### src/rtl/debounce_bank.sv
// debounce_bank
//
// Multi-channel input conditioner. Each raw asynchronous input is passed
// through a two-flop synchroniser, debounced over PERIOD stable cycles and
// edge-detected. Per-channel counters record debounced edge events, filtered
// by a shared mode. A second set of per-channel counters records aborted
// debounce attempts (glitches).
//
// Parameters
//   N        number of channels (>= 1)
//   PERIOD   cycles the synchronised input must differ from the debounced
//            level before the level is accepted (>= 2)
//   CNT_W    width of each event and glitch counter
//   SATURATE 0: counters wrap, 1: counters stick at all-ones
//
// Ports
//   clk     system clock, rising edge
//   rst     asynchronous active-high reset, clears every register
//   in      [N]          raw asynchronous inputs
//   mode    [2]          event select: 00 both, 01 rise, 10 fall, 11 none
//   clr     synchronous clear of all event and glitch counters
//   stable  [N]          debounced level per channel
//   rise    [N]          one-cycle pulse on debounced 0->1
//   fall    [N]          one-cycle pulse on debounced 1->0
//   evt     [N]          rise/fall gated by mode (combinational in mode)
//   count   [N*CNT_W]    event counters, channel i at [i*CNT_W +: CNT_W]
//   glitch  [N*CNT_W]    glitch counters, same packing
module debounce_bank #(
    parameter int N        = 4,
    parameter int PERIOD   = 500000,
    parameter int CNT_W    = 8,
    parameter int SATURATE = 0
) (
    input  logic               clk,
    input  logic               rst,
    input  logic [N-1:0]       in,
    input  logic [1:0]         mode,
    input  logic               clr,
    output logic [N-1:0]       stable,
    output logic [N-1:0]       rise,
    output logic [N-1:0]       fall,
    output logic [N-1:0]       evt,
    output logic [N*CNT_W-1:0] count,
    output logic [N*CNT_W-1:0] glitch
);

    localparam int              DC_W     = $clog2(PERIOD + 1);
    localparam logic [DC_W-1:0] PERIOD_C = DC_W'(PERIOD);

    // Counter increment with optional saturation at all-ones.
    function automatic logic [CNT_W-1:0] cnt_inc(input logic [CNT_W-1:0] v);
        if ((SATURATE != 0) && (&v)) begin
            return v;
        end
        return v + CNT_W'(1);
    endfunction

    // Mode gating is combinational so a mode change affects the same cycle.
    always_comb begin
        evt = '0;
        case (mode)
            2'b00:   evt = rise | fall;
            2'b01:   evt = rise;
            2'b10:   evt = fall;
            default: evt = '0;
        endcase
    end

    for (genvar i = 0; i < N; i++) begin : g_ch
        logic             s1;
        logic             s2;
        logic             stb;
        logic             stb_q;
        logic [DC_W-1:0]  dc;
        logic [DC_W-1:0]  dc_inc;
        logic             abort;
        logic [CNT_W-1:0] ev_cnt;
        logic [CNT_W-1:0] gl_cnt;

        assign dc_inc = dc + DC_W'(1);
        // Input fell back to the debounced level before PERIOD was reached.
        assign abort  = (s2 == stb) && (dc != '0);

        // Stage: synchroniser
        always_ff @(posedge clk or posedge rst) begin
            if (rst) begin
                s1 <= 1'b0;
                s2 <= 1'b0;
            end else begin
                s1 <= in[i];
                s2 <= s1;
            end
        end

        // Stage: debouncer
        always_ff @(posedge clk or posedge rst) begin
            if (rst) begin
                stb <= 1'b0;
                dc  <= '0;
            end else if (s2 == stb) begin
                dc <= '0;
            end else if (dc_inc == PERIOD_C) begin
                stb <= ~stb;
                dc  <= '0;
            end else begin
                dc <= dc_inc;
            end
        end

        // Stage: edge detect
        always_ff @(posedge clk or posedge rst) begin
            if (rst) begin
                stb_q <= 1'b0;
            end else begin
                stb_q <= stb;
            end
        end

        // Stage: counters, clear takes priority over any increment
        always_ff @(posedge clk or posedge rst) begin
            if (rst) begin
                ev_cnt <= '0;
                gl_cnt <= '0;
            end else if (clr) begin
                ev_cnt <= '0;
                gl_cnt <= '0;
            end else begin
                if (evt[i]) begin
                    ev_cnt <= cnt_inc(ev_cnt);
                end
                if (abort) begin
                    gl_cnt <= cnt_inc(gl_cnt);
                end
            end
        end

        assign stable[i]                   = stb;
        assign rise[i]                     = stb & ~stb_q;
        assign fall[i]                     = ~stb & stb_q;
        assign count[i*CNT_W +: CNT_W]     = ev_cnt;
        assign glitch[i*CNT_W +: CNT_W]    = gl_cnt;
    end

endmodule
### config.mk
export PLATFORM = sky130hd
export DESIGN_NAME = debounce_bank
export DESIGN_NICKNAME = d
export VERILOG_FILES = /design/src/rtl/debounce_bank.sv
export SDC_FILE = /design/constraint.sdc
export NUM_CORES = 1
export LEC_CHECK = 0
export CAP_MARGIN = 0
export CELL_PAD_IN_SITES_DETAIL_PLACEMENT = 1
export CELL_PAD_IN_SITES_GLOBAL_PLACEMENT = 2
export CORE_AREA = 2 2 150 152
export CTS_CLUSTER_SIZE = 10
export DETAILED_ROUTE_END_ITERATION = 7
export DIE_AREA = 0 0 152 154
export PLACE_DENSITY_LB_ADDON = 0.3
export SLEW_MARGIN = 20
export SYNTH_ARGS = -nofsm -noshare
export SYNTH_HDL_FRONTEND = slang
export SYNTH_SLANG_ARGS = --single-unit
export TNS_END_PERCENT = 20
### constraint.sdc
create_clock -name clk -period 14.35 [get_ports clk]
set_clock_uncertainty 0.05 [all_clocks]
set_input_delay 3.5875 -clock clk [delete_from_list [all_inputs] [get_ports clk]]
set_output_delay 3.5875 -clock clk [all_outputs]
set_load 0.05 [all_outputs]
==> reports/metrics.yaml, run 1 <==
pwr:
  power_leakage_nw: 4.16
  seq_power_share_pct: 45.0
  p_sw_mw: 0.241
  power_mw: 1.02
  switching_share_pct: 23.8
  p_comb_share_pct: 6.5
  p_clk_share_pct: 48.5
  powerDensity_nw_per_um2: 101
  intPower_mw: 0.774
  ir_drop_uv: 74.1
worst_setup_path:
  cp-end-kind: "primary output"
  cp-start-kind: "input port"
  crit_cells: 4
  arrival_ns: 6.06
  r2r_end: "g_ch[2].dc[5]$_DFF_PP0_"
  rr_worst_depth: 8
  crit_chain: "clkdlybuf4s50_1 -> nor2b_1 -> o32ai_1 -> clkdlybuf4s50_1"
  worst-setup-path-type: "input port to primary output"
  slowest_stage: "clkdlybuf4s50_1"
  reg2reg_slack_ns: 10.91
  crit_required_ns: 10.71
  reg2reg_from: "g_ch[2].dc[0]$_DFF_PP0_"
  startpoint: "mode[1]"
  slowest_delay_ns: 0.95
  worstPathMaxFanout: 9
  worst_path_dominant_cell_family: "buffers and inverters"
  critPathCapture: "evt[2]"
  path_common_cell: "clkdlybuf4s50_1"
  cp_num_buf_inv: 2
sta:
  slew_headroom_pct: 35.0
  final_max_slew_viol_count: 0
  min_period_over_period_pct: 67.6
  hold_violations: 0
  rsz0062_at_grt: "false"
  max_freq_ghz: 0.103
  fin_crit_ns: 9.70
  worstMarginPinSlew_ns: 0.971
  finalSetupViolCount: 0
  setup_tns_ns: 0
synth:
  synth_cell_types: 62
  async_flop_share_pct: 100
  synth_top_family_by_area: "simple AND/OR/NAND/NOR gates"
  synthTopCellsByArea: "dfrtp_1 (47%), xor2_1 (6.9%), nor2_1 (6.1%), xnor2_1 (6.0%), ha_1 (3.6%)"
  avgSynthCellArea_um2: 9.65
  synth_edf_count: 0
  yosysSeqAreaShare_pct: 46.7
  synth_nets: 899
  syn_area_um2: 8360
  synth_fa_ha_area_share_pct: 3.59
  muxShareOfSynthArea_pct: 2.11
  ys_seq_elements: 156
  synth_flop_cell: "dfrtp_1"
  synth-simple-area-share_pct: 25.0
  yosysTopAreaCell: "dfrtp_1"
  synth_compound_gate_area_share_pct: 5.91
  yosys.area_share.xor_xnor_pct: 12.9
  syn_inst: 866
  synth_top_area_share_pct: 46.7
  yosysWarnings: 0
clock_network:
  post_cts_buffers: 0
  clockBufferDepth: 2
  clk_latency_ns: 0.43
  tritoncts: "yes"
  path_clk_slew_ns: 0.06
  holdBufCountCts: 0
  cts_made_buffers: 17
  h-tree-depth: 4
  post_cts_resized: 0
  cts.sinks: 156
  cts_root_buf: "clkbuf_16"
final_layout:
  area_growth_pct: 20.8
  layout.cells.most_common: "dfrtp_1"
  drive_above_1_share_pct: 7.11
  num_antenna_cells: 0
  final_cell_mix: "dfrtp_1 (156), nor2_1 (136), clkdlybuf4s50_1 (87)"
  fillers: 2461
  final_nets: 976
floorplan:
  die_y_um: 154
  ioPinCount: 89
  rows: 54
  initial_core_util_pct: 38.5
  die_w_um: 152
  coreArea_um2: 21700
  dieArea_um2: 23400
drt:
  vias_per_cell: 5.28
  dr.pass1.iters: 4
  postRouteAntennaNets: 0
  routed_wl_um: 21100
  num_vias: 6525
  wl_per_cell_um: 17.1
  dr_wl_met2_um: 9800
  drc: 0
  dr.max_layer_used: "met4"
  wl_met1_um: 10400
  wl_met3_um: 702
  drt_iter0_markers: 329
flow_run:
  cap_violations: 0
grt:
  grt_max_degree: 85
  grt_util_all_layers_pct: 18.9
  grt_pass1_vias: 6874
  grt_pass1_wl_um: 36300
  antenna_found_initial: 0
  grt_overflow: 0
hold_path:
  min_path_type: "register to register"
placement:
  dp_hpwl_um: 14400
  portBuffers: 88
  place_congestion: 0.772
run_status:
  outcome: "completed"
## worst reg2reg max path, stage by stage (launching register included)
cell and delay, ns:
dfrtp_1 0.45, ha_1 0.29, nand4_1 0.39, nor4_1 0.70, mux2i_1 0.31, o211ai_1 0.14, o31ai_1 0.62, buf_4 0.31
a21oi_1 0.07
## cell families (layout without fill, tap and decap cells)
| logic type | after synthesis | in the layout |
|---|---|---|
| compound gates | 69 | 69 |
| xor+xnor | 123 | 123 |
| mux | 17 | 17 |
| buf+inv | 72 | 162 |
| fa+ha+maj | 24 | 24 |
| flops | 156 | 156 |
| simple gates | 405 | 405 |
## final cells by class
type                    count  area [um^2]  share of cell area (%)
clock buffers              22          474                    4.70
clock inverters            10          163                    1.61
inverters                  35          136                    1.35
multi-input cells         638         4140                    41.0
flip-flops and latches    156         3900                    38.7
well taps                 280          350                    3.47
repair buffers             95          928                    9.20
## synthesized netlist by cell type, types with 6 or more instances
cell	number
nand4_1	37
and3_1	29
clkbuf_1	24
nand2b_1	7
mux2i_1	12
or3_1	6
nor2_1	136
nand2_1	48
xnor2_1	57
inv_1	35
buf_4	6
o211ai_1	8
and2_1	6
ha_1	24
a21oi_1	13
xor2_1	66
nor2_2	10
nor3_1	20
nor4_1	25
o32ai_1	6
o21ai_0	13
nand3_1	34
and4_1	7
dfrtp_1	156
nor2b_1	14
## stage by stage
step | instances | area (um^2) | setup slack, ns | hold WS [ns] | util (%)
3_3_place_gp | 1204 | 9460 | 4.67 | 0.283 | 43.6
5_1_grt | 1236 | 10100 | 4.54 | 0.311 | 46.5
2_1_floorplan | 866 | 8360 | 5.34 | 0.281 | -
3_5_place_dp | 1204 | 9460 | 4.64 | 0.290 | 43.6
6_report | 1236 | 10100 | 4.65 | 0.303 | 46.5
4_1_cts | 1236 | 10100 | 4.62 | 0.305 | 46.5
## state kept, by name, indices dropped and copies added (netlist names)
signal and cells:
g_ch.dc 76, g_ch.ev_cnt 32, g_ch.gl_cnt 32, g_ch.s1 4, g_ch.s2 4, g_ch.stb 4
g_ch.stb_q 4
## power by group through the flow
stage               logic, mW  clock network, mW  registers [mW]
finish                 0.0664              0.492           0.457
global route           0.0741              0.523           0.458
CTS                    0.0685              0.506           0.456
detailed placement     0.0681                  0           0.464
global placement       0.0672                  0           0.464
floorplan              0.0363                  0           0.473
## how the worst min path moves through the flow
| stage | depth (start not counted) | from | to |
|---|---|---|---|
| finish | 0 | g_ch[0].s1$_DFF_PP0_ | g_ch[0].s2$_DFF_PP0_ |
| CTS | 0 | g_ch[0].s1$_DFF_PP0_ | g_ch[0].s2$_DFF_PP0_ |
| detailed placement | 0 | g_ch[0].s1$_DFF_PP0_ | g_ch[0].s2$_DFF_PP0_ |
| global route | 0 | g_ch[0].s1$_DFF_PP0_ | g_ch[0].s2$_DFF_PP0_ |
| global placement | 0 | g_ch[0].s1$_DFF_PP0_ | g_ch[0].s2$_DFF_PP0_ |
| floorplan | 0 | g_ch[0].s1$_DFF_PP0_ | g_ch[0].s2$_DFF_PP0_ |
## metal layers
metal,up-vias,track usage [%]
met3,15,3.75
li1,3142,-
met4,0,5.30
met5,-,0
met1,3271,26.0
met2,97,30.4
(Power assumes the default switching activity.)
==> run 2, diff against run 1 <==
CORE_AREA = 2 2 156 158   (was 2 2 150 152)
DIE_AREA = 0 0 158 160   (was 0 0 152 154)
clock period = 9.42 ns   (was 14.35 ns; I/O delays follow)
==> run 2 against run 1 <==
Setup slack worse by 2.2 ns. Sequential share of layout area is 0.11 points lower. Non-clock buffer count stayed put. Design area is 0.27% higher. Via count is 0.25% lower. Core utilization is 4.0 points lower. Hold slack worse by 0.0039 ns. Critical path depth stayed put. Routed wire length is 0.69% higher. Count of clock-buffer cells in the layout is 1 lower. Cell count is 3.5% higher. Sequential power is 52% higher. Critical endpoint unchanged. Highest routed layer unchanged.
==> reports/metrics.yaml, run 2 (synthesis results as in run 1) <==
drt:
  postRouteAntennaNets: 0  # unchanged
  dr.pass1.iters: 4  # unchanged
  num_vias: 6509  # -0.25%
  vias_per_cell: 5.09  # -3.6%
  drc: 0  # unchanged
  routed_wl_um: 21300  # +0.69%
  wl_per_cell_um: 16.6  # -2.7%
  drt_iter0_markers: 240  # -27%
pwr:
  ir_drop_uv: 81.8  # +10%
  power_leakage_nw: 4.14  # -0.38%
  powerDensity_nw_per_um2: 149  # +48%
final_layout:
  largestRegisters: "g_ch.dc: 76 flops, g_ch.ev_cnt: 32 flops, g_ch.gl_cnt: 32 flops"
  final_cell_mix: "dfrtp_1 (156), nor2_1 (136), clkdlybuf4s50_1 (87)"
  fillers: 2766  # +12%
  final_nets: 976  # unchanged
  layout.cells.most_common: "dfrtp_1"
  drive_above_1_share_pct: 7.12  # +0.0074 points
  largest_register_ffs: 76  # unchanged
  num_antenna_cells: 0  # unchanged
  area_growth_pct: 21.1
  largest_register: "g_ch.dc"
worst_setup_path:
  arrival_ns: 4.61  # -1.45 ns
  cp-end-kind: "primary output"
  crit_required_ns: 7.02  # -3.69 ns
  worstPathMaxFanout: 9  # unchanged
  worst-setup-path-type: "input port to primary output"
  cp-start-kind: "input port"
clock_network:
  path_clk_slew_ns: 0.07  # about the same
  post_cts_resized: 0  # unchanged
  holdBufCountCts: 0  # unchanged
  cts.sinks: 156  # unchanged
  tritoncts: "yes"
  clk_latency_ns: 0.42  # about the same
  h-tree-depth: 4  # unchanged
  clockBufferDepth: 2  # unchanged
  post_cts_buffers: 0  # unchanged
  cts_made_buffers: 17  # unchanged
  cts_root_buf: "clkbuf_16"
sta:
  min_period_over_period_pct: 74.5
  setup_ws_ns: 2.41  # -2.24 ns
  max_freq_ghz: 0.143
  setup_tns_ns: 0  # unchanged
  slew_headroom_pct: 36.1  # +1.1 points
  holdWs_ns: 0.299  # -0.00393 ns
  rsz0062_at_grt: "false"
  finalSetupViolCount: 0  # unchanged
  hold_violations: 0  # unchanged
  final_max_slew_viol_count: 0  # unchanged
  fin_crit_ns: 7.01
  worstMarginPinSlew_ns: 0.955  # -0.0162 ns
floorplan:
  initial_core_util_pct: 35.1  # -3.4 points
  die_w_um: 158  # +3.9%
  dieArea_um2: 25300  # +8.0%
  rows: 57  # +5.6%
  ioPinCount: 89  # unchanged
  die_y_um: 160  # +3.9%
  coreArea_um2: 23800  # +9.8%
grt:
  antenna_found_initial: 0  # unchanged
  grt_pass1_wl_um: 36500  # +0.42%
  grt_max_degree: 97  # +14%
  grt_busiest_layer: "met2"
  grt_pass1_vias: 6811  # -0.92%
  met2_usage_pct: 28.4  # -2.0 points
  grt_use_met3_pct: 4.99  # +1.2 points
  grt_overflow: 0  # unchanged
  use_met1_pct: 25.0  # -1.0 points
  grt_util_all_layers_pct: 18.1  # -0.81 points
hold_path:
  min_path_type: "register to register"
placement:
  place_congestion: 0.791  # +2.5%
  portBuffers: 88  # unchanged
  dp_hpwl_um: 15000  # +4.1%
  pre_cts_ws_ns: 2.04  # -2.60 ns
run_status:
  outcome: "completed"
flow_run:
  cap_violations: 0  # unchanged
## run 2: worst max-delay path: stages
cell and delay, ns:
clkdlybuf4s50_1 0.53, nor2b_1 0.21, o32ai_2 0.59, clkdlybuf4s50_1 0.93
## run 2: path summary, 6_finish.rpt
kind,slack (ns),start,to,cells past startpoint
worst max register to register,6.03,g_ch[2].dc[0]$_DFF_PP0_,g_ch[2].dc[5]$_DFF_PP0_,8
worst min-delay path,0.30,g_ch[1].s1$_DFF_PP0_,g_ch[1].s2$_DFF_PP0_,0
worst max-delay path,2.41,mode[1],evt[2],4
worst min register to register,0.30,g_ch[1].s1$_DFF_PP0_,g_ch[1].s2$_DFF_PP0_,0
max in group asynchronous,5.55,rst,g_ch[0].dc[6]$_DFF_PP0_,3
min in group asynchronous,2.41,rst,g_ch[3].dc[13]$_DFF_PP0_,2
## run 2: routing by layer
layer / vias to the layer above / part of all wire, %
met5: - / 0
met4: 0 / 1.0
met3: 13 / 4.3
met2: 102 / 46
met1: 3249 / 49
li1: 3145 / -
## run 2: area by class of cell
class                   instances  area (um^2)  area share, %
multi-input cells             638         4150           41.0
flip-flops and latches        156         3900           38.6
well taps                     324          405           4.01
inverters                      35          136           1.35
clock inverters                10          141           1.40
repair buffers                 95          928           9.17
clock buffers                  21          460           4.55
## run 2: report_power, final
part | switching, mW | leakage (nW) | internal, mW
Sequential | 0.0146 | 2.15 | 0.681
Combinational | 0.0686 | 1.71 | 0.0329
Clock | 0.280 | 0.289 | 0.430
Total | 0.363 | 4.14 | 1.14
## run 2: metrics by stage
| step | cells | total power [mW] | utilization, % | instance area [um^2] |
|---|---|---|---|---|
| 2_1_floorplan | 866 | 0.775 | - | 8360 |
| 3_3_place_gp | 1248 | 0.810 | 39.9 | 9510 |
| 3_5_place_dp | 1248 | 0.812 | 39.9 | 9510 |
| 4_1_cts | 1279 | 1.53 | 42.5 | 10100 |
| 5_1_grt | 1279 | 1.57 | 42.5 | 10100 |
| 6_report | 1279 | 1.51 | 42.5 | 10100 |
==> run 3, diff against run 2 <==
clock period = 6.5 ns   (was 9.42 ns; I/O delays follow)
==> run 3 against run 2 <==
Total power rose by 42%. Count of clock-buffer cells in the layout unchanged. Core utilization is 0.089 points lower. First-iteration DRC count up 23%. Largest cell class unchanged.
==> reports/metrics.yaml, run 3 (synthesis results as in run 1) <==
pwr:
  power_leakage_nw: 4.15  # +0.14%
  seq_power_share_pct: 47.0  # +0.8 points
  switching_share_pct: 24.5  # +0.44 points
  ir_drop_uv: 102  # +24%
  p_clk_share_pct: 46.1  # -1.0 points
  p_comb_share_pct: 6.9  # +0.2 points
  intPower_mw: 1.62  # +42%
  powerDensity_nw_per_um2: 212  # +43%
  p_sw_mw: 0.526  # +45%
sta:
  setup_tns_ns: 0  # unchanged
  final_max_slew_viol_count: 0  # unchanged
  rsz0062_at_grt: "false"
  hold_violations: 0  # unchanged
  max_freq_ghz: 0.186
  worstMarginPinSlew_ns: 0.888  # -0.0669 ns
  fin_crit_ns: 5.37
  setup_ws_ns: 1.13  # -1.27 ns
  min_period_over_period_pct: 82.6
  slew_headroom_pct: 40.5  # +4.5 points
  finalSetupViolCount: 0  # unchanged
clock_network:
  cts_made_buffers: 17  # unchanged
  holdBufCountCts: 0  # unchanged
  tritoncts: "yes"
  cts_root_buf: "clkbuf_16"
  post_cts_resized: 0  # unchanged
  clockBufferDepth: 2  # unchanged
  clk_latency_ns: 0.42  # about the same
  h-tree-depth: 4  # unchanged
  cts.sinks: 156  # unchanged
  path_clk_slew_ns: 0.06  # about the same
  post_cts_buffers: 0  # unchanged
worst_setup_path:
  arrival_ns: 3.69  # -0.92 ns
  worstPathMaxFanout: 9  # unchanged
  reg2reg_from: "g_ch[0].dc[0]$_DFF_PP0_"
  critPathCapture: "evt[1]"
  r2r_end: "g_ch[0].dc[18]$_DFF_PP0_"
  cp-end-kind: "primary output"
  cp-start-kind: "input port"
  reg2reg_slack_ns: 3.19  # -2.84 ns
  rr_worst_depth: 7  # -1
  worst-setup-path-type: "input port to primary output"
  startpoint: "mode[1]"
  crit_required_ns: 4.83  # -2.19 ns
floorplan:
  initial_core_util_pct: 35.1  # unchanged
  die_w_um: 158  # unchanged
  ioPinCount: 89  # unchanged
  dieArea_um2: 25300  # unchanged
  die_y_um: 160  # unchanged
  coreArea_um2: 23800  # unchanged
  rows: 57  # unchanged
grt:
  grt_util_all_layers_pct: 18.2  # +0.16 points
  grt_max_degree: 96  # -1.0%
  grt_pass1_vias: 6975  # +2.4%
  grt_pass1_wl_um: 36600  # +0.44%
  antenna_found_initial: 0  # unchanged
  grt_overflow: 0  # unchanged
drt:
  drt_iter0_markers: 295  # +23%
  dr.pass1.iters: 4  # unchanged
  routed_wl_um: 21200  # -0.23%
  drc: 0  # unchanged
  wl_per_cell_um: 16.6  # -0.46%
  vias_per_cell: 5.10  # +0.20%
  postRouteAntennaNets: 0  # unchanged
  num_vias: 6537  # +0.43%
placement:
  place_area_um2: 9520  # +0.11%
  portBuffers: 88  # unchanged
  place_congestion: 0.789  # -0.24%
  dp_hpwl_um: 15100  # +0.62%
  placedCellCount: 1250  # +0.16%
  pre_cts_ws_ns: 1.12  # -0.917 ns
final_layout:
  largest_register: "g_ch.dc"
  final_cells: 1282  # +0.23%
  area_growth_pct: 20.8
  layout.cells.most_common: "dfrtp_1"
  largest_register_ffs: 76  # unchanged
  drive_above_1_share_pct: 7.52  # +0.40 points
  final_nets: 978  # +0.20%
  final_area_um2: 10100  # -0.21%
  num_antenna_cells: 0  # unchanged
  largestRegisters: "g_ch.dc: 76 flops, g_ch.ev_cnt: 32 flops, g_ch.gl_cnt: 32 flops"
  final_cell_mix: "dfrtp_1 (156), nor2_1 (136), clkdlybuf4s50_1 (85)"
hold_path:
  min_path_type: "register to register"
flow_run:
  cap_violations: 0  # unchanged
run_status:
  outcome: "completed"
==> run 3: area by class of cell <==
cell class / instances / area (um^2)
multi-input cells: 638 / 4140
clock inverters: 11 / 118
repair buffers: 97 / 938
clock buffers: 21 / 460
well taps: 324 / 405
inverters: 35 / 136
fillers: 2734 / 13700
flip-flops and latches: 156 / 3900
==> run 3: metrics by stage <==
stage,utilization (%),power (mW),hold slack [ns]
2_1_floorplan,-,1.12,0.281
3_5_place_dp,40.0,1.18,0.286
5_1_grt,42.4,2.23,0.311
3_3_place_gp,40.0,1.18,0.283
4_1_cts,42.4,2.18,0.305
6_report,42.4,2.14,0.303
==> run 3: power by group through the flow <==
stage	clock network (mW)	logic (mW)	registers, mW
detailed placement	0	0.152	1.03
floorplan	0	0.0802	1.04
finish	0.989	0.148	1.01
CTS	1.02	0.154	1.01
global placement	0	0.151	1.02
global route	1.06	0.167	1.01
==> run 3: metal layers <==
| layer | part of all wire (%) | vias up | global-route usage [%] |
|---|---|---|---|
| met5 | 0 | - | 0 |
| met4 | 1.3 | 0 | 4.75 |
| met3 | 5.0 | 18 | 5.40 |
| met2 | 45 | 106 | 27.9 |
| met1 | 49 | 3264 | 25.2 |
| li1 | - | 3149 | - |
==> run 3: worst max-delay path, cell delays in order <==
cell and delay (ns):
clkdlybuf4s50_1 0.55, nor2b_1 0.20, o32ai_1 0.27, buf_4 0.22
clkdlybuf4s50_1 0.82
==> run 3: worst min-delay path by stage <==
stage,startpoint,to,slack (ns),cells past startpoint
after floorplan,g_ch[0].s1$_DFF_PP0_,g_ch[0].s2$_DFF_PP0_,0.28,0
after global placement,g_ch[0].s1$_DFF_PP0_,g_ch[0].s2$_DFF_PP0_,0.28,0
after detailed placement,g_ch[0].s1$_DFF_PP0_,g_ch[0].s2$_DFF_PP0_,0.29,0
after CTS,g_ch[0].s1$_DFF_PP0_,g_ch[0].s2$_DFF_PP0_,0.31,0
after global routing,g_ch[0].s1$_DFF_PP0_,g_ch[0].s2$_DFF_PP0_,0.31,0
final,g_ch[0].s1$_DFF_PP0_,g_ch[0].s2$_DFF_PP0_,0.30,0
